$ cat config.mk
export PLATFORM = sky130hd
export DESIGN_NAME = am_lock_rx
export DESIGN_NICKNAME = d
export VERILOG_FILES = /design/src/rtl/am_lock_rx.sv
export SDC_FILE = /design/constraint.sdc
export NUM_CORES = 1
export LEC_CHECK = 0
export ABC_AREA = 1
export BUFFER_PORTS_ARGS = -buffer_cell sky130_fd_sc_hd__buf_2
export CAP_MARGIN = 30
export CORE_AREA = 2 2 216 218
export CTS_BUF_LIST = sky130_fd_sc_hd__clkbuf_16
export DETAILED_ROUTE_END_ITERATION = 8
export DIE_AREA = 0 0 218 220
export GPL_ROUTABILITY_DRIVEN = 0
export HOLD_SLACK_MARGIN = 0.08
export PLACE_DENSITY = 0.6
export SYNTH_ARGS = -nofsm -noshare
export SYNTH_HDL_FRONTEND = slang
export SYNTH_SLANG_ARGS = --single-unit
export TNS_END_PERCENT = 100
$ cat constraint.sdc
create_clock -name clk -period 4.27 [get_ports clk]
set_input_delay 0.2135 -clock clk [delete_from_list [all_inputs] [get_ports clk]]
set_output_delay 0.2135 -clock clk [all_outputs]
set_load 0.03 [all_outputs]
$ cat src/rtl/am_lock_rx.sv
// am_lock_rx: per-lane alignment-marker search/confirm/lock FSMs with a one-cycle registered data path.
// Defining AM_ERR_CNT_EN adds am_err_cnt_o, a per-lane saturating count of expected-AM mismatches while locked.
module am_lock_rx #(
    parameter int LANE_N  = 4,
    parameter int BLOCK_W = 66,
    parameter int AM_GAP  = 16383
) (
    input  logic                       clk,
    input  logic                       reset,
    input  logic                       valid_i,
    input  logic [LANE_N-1:0]          lock_i,
    input  logic [LANE_N*BLOCK_W-1:0]  block_i,
    output logic                       valid_o,
    output logic [LANE_N*BLOCK_W-1:0]  block_o,
    output logic [LANE_N-1:0]          am_o,
    output logic [LANE_N*LANE_N-1:0]   lane_o,
    output logic [LANE_N-1:0]          am_lock_o
`ifdef AM_ERR_CNT_EN
    ,
    output logic [LANE_N*8-1:0]        am_err_cnt_o
`endif
);

    localparam int ID_W  = (LANE_N > 1) ? $clog2(LANE_N) : 1;
    localparam int CNT_W = (AM_GAP > 0) ? $clog2(AM_GAP + 1) : 1;
    localparam logic [CNT_W-1:0] GAP = CNT_W'(AM_GAP);

    typedef enum logic [1:0] {
        SEARCH,
        CONFIRM,
        LOCK
    } state_t;

    // {M0,M1,M2} per logical lane
    function automatic logic [23:0] marker(input int id);
        case (id)
            0:       marker = 24'h907647;
            1:       marker = 24'hF0C4E6;
            2:       marker = 24'hC5659B;
            3:       marker = 24'hA2793D;
            default: marker = 24'h000000;
        endcase
    endfunction

    // lo = block[25:2] (M0 in the low byte), hi = block[57:34] (M4 in the low byte)
    function automatic logic is_am(input logic [1:0] hdr, input logic [23:0] lo,
                                   input logic [23:0] hi, input int id);
        logic [23:0] m;
        m = marker(id);
        return (hdr == 2'b01) && ({lo[7:0], lo[15:8], lo[23:16]} == m)
            && ({hi[7:0], hi[15:8], hi[23:16]} == ~m);
    endfunction

    state_t            state_q [LANE_N];
    state_t            state_d [LANE_N];
    logic [ID_W-1:0]   id_q    [LANE_N];
    logic [ID_W-1:0]   id_d    [LANE_N];
    logic [CNT_W-1:0]  cnt_q   [LANE_N];
    logic [CNT_W-1:0]  cnt_d   [LANE_N];
    logic [1:0]        mis_q   [LANE_N];
    logic [1:0]        mis_d   [LANE_N];
    logic [ID_W-1:0]   hit_id  [LANE_N];
    logic [LANE_N-1:0] hit_any;
    logic [LANE_N-1:0] hit_own;
    logic [LANE_N-1:0] am_d;

    // Descending search so the lowest matching logical id wins.
    always_comb begin
        for (int x = 0; x < LANE_N; x++) begin
            hit_any[x] = 1'b0;
            hit_own[x] = 1'b0;
            hit_id[x]  = '0;
            for (int k = LANE_N - 1; k >= 0; k--) begin
                if (is_am(block_i[x*BLOCK_W +: 2], block_i[x*BLOCK_W+2 +: 24],
                          block_i[x*BLOCK_W+34 +: 24], k)) begin
                    hit_any[x] = 1'b1;
                    hit_id[x]  = ID_W'(k);
                    if (ID_W'(k) == id_q[x]) hit_own[x] = 1'b1;
                end
            end
        end
    end

    // NOTE: every variable gets its hold value first so no path through the case leaves one unassigned (no latch).
    always_comb begin
        for (int x = 0; x < LANE_N; x++) begin
            state_d[x] = state_q[x];
            id_d[x]    = id_q[x];
            cnt_d[x]   = cnt_q[x];
            mis_d[x]   = mis_q[x];
            am_d[x]    = 1'b0;
            if (valid_i) begin
                case (state_q[x])
                    SEARCH: begin
                        if (hit_any[x]) begin
                            id_d[x]    = hit_id[x];
                            cnt_d[x]   = '0;
                            state_d[x] = CONFIRM;
                        end
                    end
                    CONFIRM: begin
                        if (cnt_q[x] == GAP) begin
                            cnt_d[x]   = '0;
                            mis_d[x]   = '0;
                            state_d[x] = hit_own[x] ? LOCK : SEARCH;
                        end else begin
                            cnt_d[x] = cnt_q[x] + CNT_W'(1);
                        end
                    end
                    LOCK: begin
                        if (cnt_q[x] == GAP) begin
                            cnt_d[x] = '0;
                            if (hit_own[x]) begin
                                mis_d[x] = '0;
                                am_d[x]  = 1'b1;
                            end else if (mis_q[x] == 2'd3) begin
                                mis_d[x]   = '0;
                                state_d[x] = SEARCH;
                            end else begin
                                mis_d[x] = mis_q[x] + 2'd1;
                            end
                        end else begin
                            cnt_d[x] = cnt_q[x] + CNT_W'(1);
                        end
                    end
                    default: state_d[x] = SEARCH;
                endcase
            end
            // Loss of block lock overrides everything, even on idle cycles.
            if (!lock_i[x]) begin
                state_d[x] = SEARCH;
                mis_d[x]   = '0;
            end
        end
    end

    // NOTE: sequential state uses non-blocking assignments so all flops sample pre-edge values together.
    always_ff @(posedge clk) begin
        if (reset) begin
            valid_o <= 1'b0;
            block_o <= '0;
            am_o    <= '0;
            for (int x = 0; x < LANE_N; x++) begin
                state_q[x] <= SEARCH;
                id_q[x]    <= '0;
                cnt_q[x]   <= '0;
                mis_q[x]   <= '0;
            end
        end else begin
            valid_o <= valid_i;
            if (valid_i) begin
                block_o <= block_i;
                am_o    <= am_d;
            end
            for (int x = 0; x < LANE_N; x++) begin
                state_q[x] <= state_d[x];
                id_q[x]    <= id_d[x];
                cnt_q[x]   <= cnt_d[x];
                mis_q[x]   <= mis_d[x];
            end
        end
    end

    always_comb begin
        am_lock_o = '0;
        lane_o    = '0;
        for (int x = 0; x < LANE_N; x++) begin
            am_lock_o[x] = (state_q[x] == LOCK);
            if (state_q[x] == LOCK) lane_o[x*LANE_N +: LANE_N] = LANE_N'(1) << id_q[x];
        end
    end

`ifdef AM_ERR_CNT_EN
    logic [LANE_N-1:0] miss;
    logic [7:0]        err_q [LANE_N];

    always_comb begin
        for (int x = 0; x < LANE_N; x++) begin
            miss[x] = valid_i && (state_q[x] == LOCK) && (cnt_q[x] == GAP) && !hit_own[x];
        end
    end

    always_ff @(posedge clk) begin
        for (int x = 0; x < LANE_N; x++) begin
            if (reset) begin
                err_q[x] <= '0;
            end else if (miss[x] && (err_q[x] != 8'hFF)) begin
                err_q[x] <= err_q[x] + 8'd1;
            end
        end
    end

    always_comb begin
        am_err_cnt_o = '0;
        for (int x = 0; x < LANE_N; x++) am_err_cnt_o[x*8 +: 8] = err_q[x];
    end
`endif

endmodule

# Yosys cells after proc, flatten, opt, wreduce, memory -nomap -nowiden
# Memory sizes are Yosys's and may differ from the RTL's.
# Cells that the tools add are included.
# classes
reduce_logical	44
add_sub_neg	8
bitwise_logic	16
shift	4
mux	191
n_eq_ne	64
# ops
op	n
$eq 24x24->1 const B	16
$mux 14	16
$eq 24x23->1 const B	8
$mux 2	96
$pmux 14 s2	4
$eq 24x20->1 const B	4
$eq 24x22->1 const B	4
$mux 1	63
$add 14x1->14 const B	4
$eq 14x14->1 const B	4
$logic_and 1x1->1	32
$pmux 2 s3	4
$eq 2x1->1 const B	8
$eq 2x2->1 const A	8
$eq 2x2->1 const B	8
$logic_not 2->1	8
$mux 4	4
$or 1x1->1	16
$pmux 2 s2	4
$shl 1x2->4 const A	4
$add 2x1->2 const B	4
$eq 1x2->1 const A	4
$reduce_or 2->1	4
# totals
output_inout_bits	289
reg_bits	269
inputBits	271
ram_bits	80
n_memories	4
# mem_list
memory	words	width	rd	rd_ports_with_merged_regs	write_ports	line	text
cnt_q	4	14	4	0	4	58	logic [CNT_W-1:0] cnt_q [LANE_N];
id_q	4	2	4	0	4	56	logic [ID_W-1:0] id_q [LANE_N];
mis_q	4	2	4	0	4	60	logic [1:0] mis_q [LANE_N];
state_q	4	2	4	0	4	54	state_t state_q [LANE_N];

# Logic depth before layout (Yosys ltp)
# depth
ltp_word	16
depth_mapped	15
depth_no_buf	15

# Worst setup path before layout
# OpenSTA, ideal clock, no wires.
# synth_timing
kind	register -> output
startpoint	memory state_q[3][0] (netlist name)
endpoint	output lane_o[12]
arrival_ns	1.611
setup_slack_ns	2.446
path_stages_with_launch	5
path_cell_list	dfxtp_1 -> inv_1 -> ha_1 -> inv_1 -> nor3_1
# synth_lines
element	line	text
from (decl)	54	
to (decl)	16	output logic [LANE_N*LANE_N-1:0] lane_o,

==> flow_summary.json <==
{
  "swShare": 0.287,
  "p_switching_mw": 2.28,
  "status": "completed",
  "synth_top_area_frac": 0.425,
  "synthArstFlopShare": 0,
  "internal-power_mw": 5.67,
  "hpwl_um": 47100,
  "cp_cell_sequence": "inv_1, ha_1, inv_1, a21oi_1, nand2_2, or2_0, a21oi_1",
  "dr.first_iter.drc_count": 1675,
  "coreArea_mm2": 0.0459,
  "tightest_slew_ns": 0.925,
  "ys_seq_area_frac": 0.425,
  "crit_family": "compound AO/OA/AOI/OAI gates",
  "setup_viol_count_final": 0,
  "drv_slew": 0,
  "finalCritPeriodShare": 0.649,
  "synth_ff_type": "dfxtp_1",
  "die_y_um": 220,
  "cp-end-kind": "register",
  "timing.rr.end": "cnt_q[3][9]$_SDFFE_PP0P_",
  "synth_top_area_cell": "dfxtp_1",
  "dieArea_mm2": 0.0480,
  "vias": 19300,
  "min_path_type": "input pin to register",
  "r2r-start": "state_q[3][0]$_SDFFE_PP0P_",
  "htreeDepth": 2,
  "final_antenna_net_count": 0,
  "gr-total-overflow": 0,
  "ff2ff_path_depth": 7,
  "critPathCapture": "cnt_q[3][9]$_SDFFE_PP0P_",
  "via_per_inst": 5.02,
  "root_buffer": "clkbuf_16",
  "grtUsageTotal": 0.255,
  "die_w_um": 218,
  "hold_viol": 0,
  "fmax_mhz": 361,
  "totalWireLength_um": 64700,
  "finalClockSkew_ns": 0.00887,
  "tns_ns": 0,
  "layout.nets": 3496,
  "power_density_mw_per_mm2": 336,
  "comb_power_share": 0.163,
  "critPathBufInv": 2,
  "rows": 79,
  "wl_per_cell_um": 16.8,
  "start_util": 0.358,
  "port_buffers": 559,
  "grt_max_degree": 131,
  "min_period_ns": 2.77,
  "ys_seq_elements": 349,
  "critical_path_depth": 7,
  "first_global_vias": 18200,
  "cts_buffer_depth": 3,
  "boundaryPins": 560,
  "synth_most_common_cell": "nand2_1",
  "clock-sinks": 349,
  "n_fill_cell": 4459,
  "syn-instance-count": 2408,
  "synth_area_leaders": "dfxtp_1 43%, nand2_1 14%, nor2_1 8.8%, inv_1 6.5%, o21ai_0 6.3%",
  "pwr-share-seq": 0.438,
  "worstSetupStartpoint": "state_q[3][0]$_SDFFE_PP0P_",
  "rsz0062_at_grt": "false",
  "ir_drop_mv": 0.289,
  "numCtsBuffers": 40,
  "cp.required_ns": 4.74,
  "ff2ff_setup_slack_ns": 1.50,
  "netlist-cell-type-count": 42,
  "ys_warn_count": 0,
  "cts_tree": "done",
  "clk_latency_ns": 0.55,
  "grt_pass1_wl_um": 97900,
  "yosys-top-cells-count": "595 x nand2_1, 384 x nor2_1, 349 x dfxtp_1",
  "syn_avg_cell_area_um2": 6.82,
  "finalPower_mw": 7.95,
  "syn_area_mm2": 0.0164,
  "startpoint_type": "register",
  "synth-edff-count": 0,
  "cp.arrival_ns": 3.24,
  "antenna_found_initial": 6,
  "clk_pin_slew_ns": 0.05,
  "drt_first_pass_iters": 6,
  "areaGrowthSynthToFinish_pct": 44.0,
  "maxSlewHeadroom": 0.384,
  "p_leak_nw": 11.1,
  "p_clk_frac": 0.399,
  "slowest_delay_ns": 0.79,
  "cp_slowest_cell": "a21oi_1",
  "drv_cap": 0,
  "crit_path_max_fanout": 17,
  "synth_fp_nets": 2699,
  "critPathKind": "register to register",
  "drc": 0,
  "drive_gt1_frac": 0.199
}
==> cell usage in the layout (no fill, tap or decap), types with 7 or more instances in the layout <==
cell type | synthesis | layout
xor2_1 | 22 | 22
diode_2 | 0 | 7
nor2_1 | 384 | 382
dlygate4sd3_1 | 0 | 266
a21oi_1 | 66 | 66
nand4_1 | 67 | 67
clkinv_1 | 1 | 10
a22o_1 | 93 | 93
o21ai_0 | 208 | 208
buf_2 | 4 | 559
nor3_1 | 68 | 68
ha_1 | 20 | 20
nand2_1 | 595 | 595
nand3b_1 | 7 | 7
inv_1 | 285 | 292
nand3_1 | 118 | 118
dfxtp_1 | 349 | 349
clkbuf_16 | 0 | 41
==> metrics by stage <==
step	worst slack, ns	utilization	hold slack, ns	instances	instance area, µm²
6_report	1.50	0.516	0.107	3845	23700
5_1_grt	1.31	0.516	0.150	3844	23700
4_1_cts	1.56	0.516	0.0825	3838	23600
3_5_place_dp	1.58	0.432	0.427	3504	19800
3_3_place_gp	1.71	0.431	0.424	3502	19800
2_1_floorplan	2.45	-	0.317	2408	16400
==> cell type report <==
class,count,area (µm²),share of cell area
multi-input combinational,1692,8040,0.340
sequential,349,6990,0.295
timing repair buffer,832,5590,0.236
inverter,290,1090,0.0462
clock buffer,41,1030,0.0434
tap,607,759,0.0321
clock inverter,27,149,0.00629
antenna,7,17.5,0.000740
==> layer usage <==
metal	GRT usage	share of wire	vias to the layer above
met2	0.430	0.47	915
met5	0	0	-
met4	0.128	0.052	0
met3	0.0453	0.076	236
met1	0.312	0.40	8764
li1	-	-	9400
==> power by group through the flow <==
stage          Sequential [mW]  Combinational, mW  Clock [mW]
3_3_place_gp              3.54               1.06           0
5_1_grt                   3.50               1.38        3.36
3_5_place_dp              3.55               1.07           0
2_1_floorplan             3.84              0.298           0
4_1_cts                   3.48               1.28        3.23
6_report                  3.48               1.29        3.17
==> state kept, by name (all words and copies together) (netlist names) <==
| signal | flops |
|---|---|
| am_o | 4 |
| block_o | 264 |
| cnt_q | 56 |
| id_q | 8 |
| mis_q | 8 |
| state_q | 8 |
| valid_o | 1 |
==> tightest hold or removal path: cells and delay by family <==
| family | cells | cell delay, ns |
|---|---|---|
| buffers and inverters | 2 | 0.28 |
| AO/OA/AOI/OAI | 1 | 0.10 |
==> kinds of logic after synthesis <==
group / count (synthesis) / share of synthesized area
simple gates: 1262 / 0.319
compound gates: 384 / 0.141
buf+inv: 367 / 0.0862
flops: 349 / 0.425
xor+xnor: 26 / 0.0139
fa+ha+maj: 20 / 0.0152
==> what timing repair did <==
item / 4_1_cts / 5_1_grt
buffers inserted: 0 / 0
endpoints found under the hold margin: 278 / 0
hold buffers: 266 / 0
gates resized for setup: 0 / 0
==> worst min path at each step <==
stage,from,endpoint,cells past startpoint
2_1_floorplan,block_i[108],block_o[108]$_SDFFE_PP0P_,2
3_3_place_gp,block_i[163],block_o[163]$_SDFFE_PP0P_,2
3_5_place_dp,block_i[126],block_o[126]$_SDFFE_PP0P_,2
4_1_cts,block_i[209],block_o[209]$_SDFFE_PP0P_,3
5_1_grt,block_i[209],block_o[209]$_SDFFE_PP0P_,3
6_report,block_i[209],block_o[209]$_SDFFE_PP0P_,3
No activity file was read; power rests on OpenSTA's default activity.
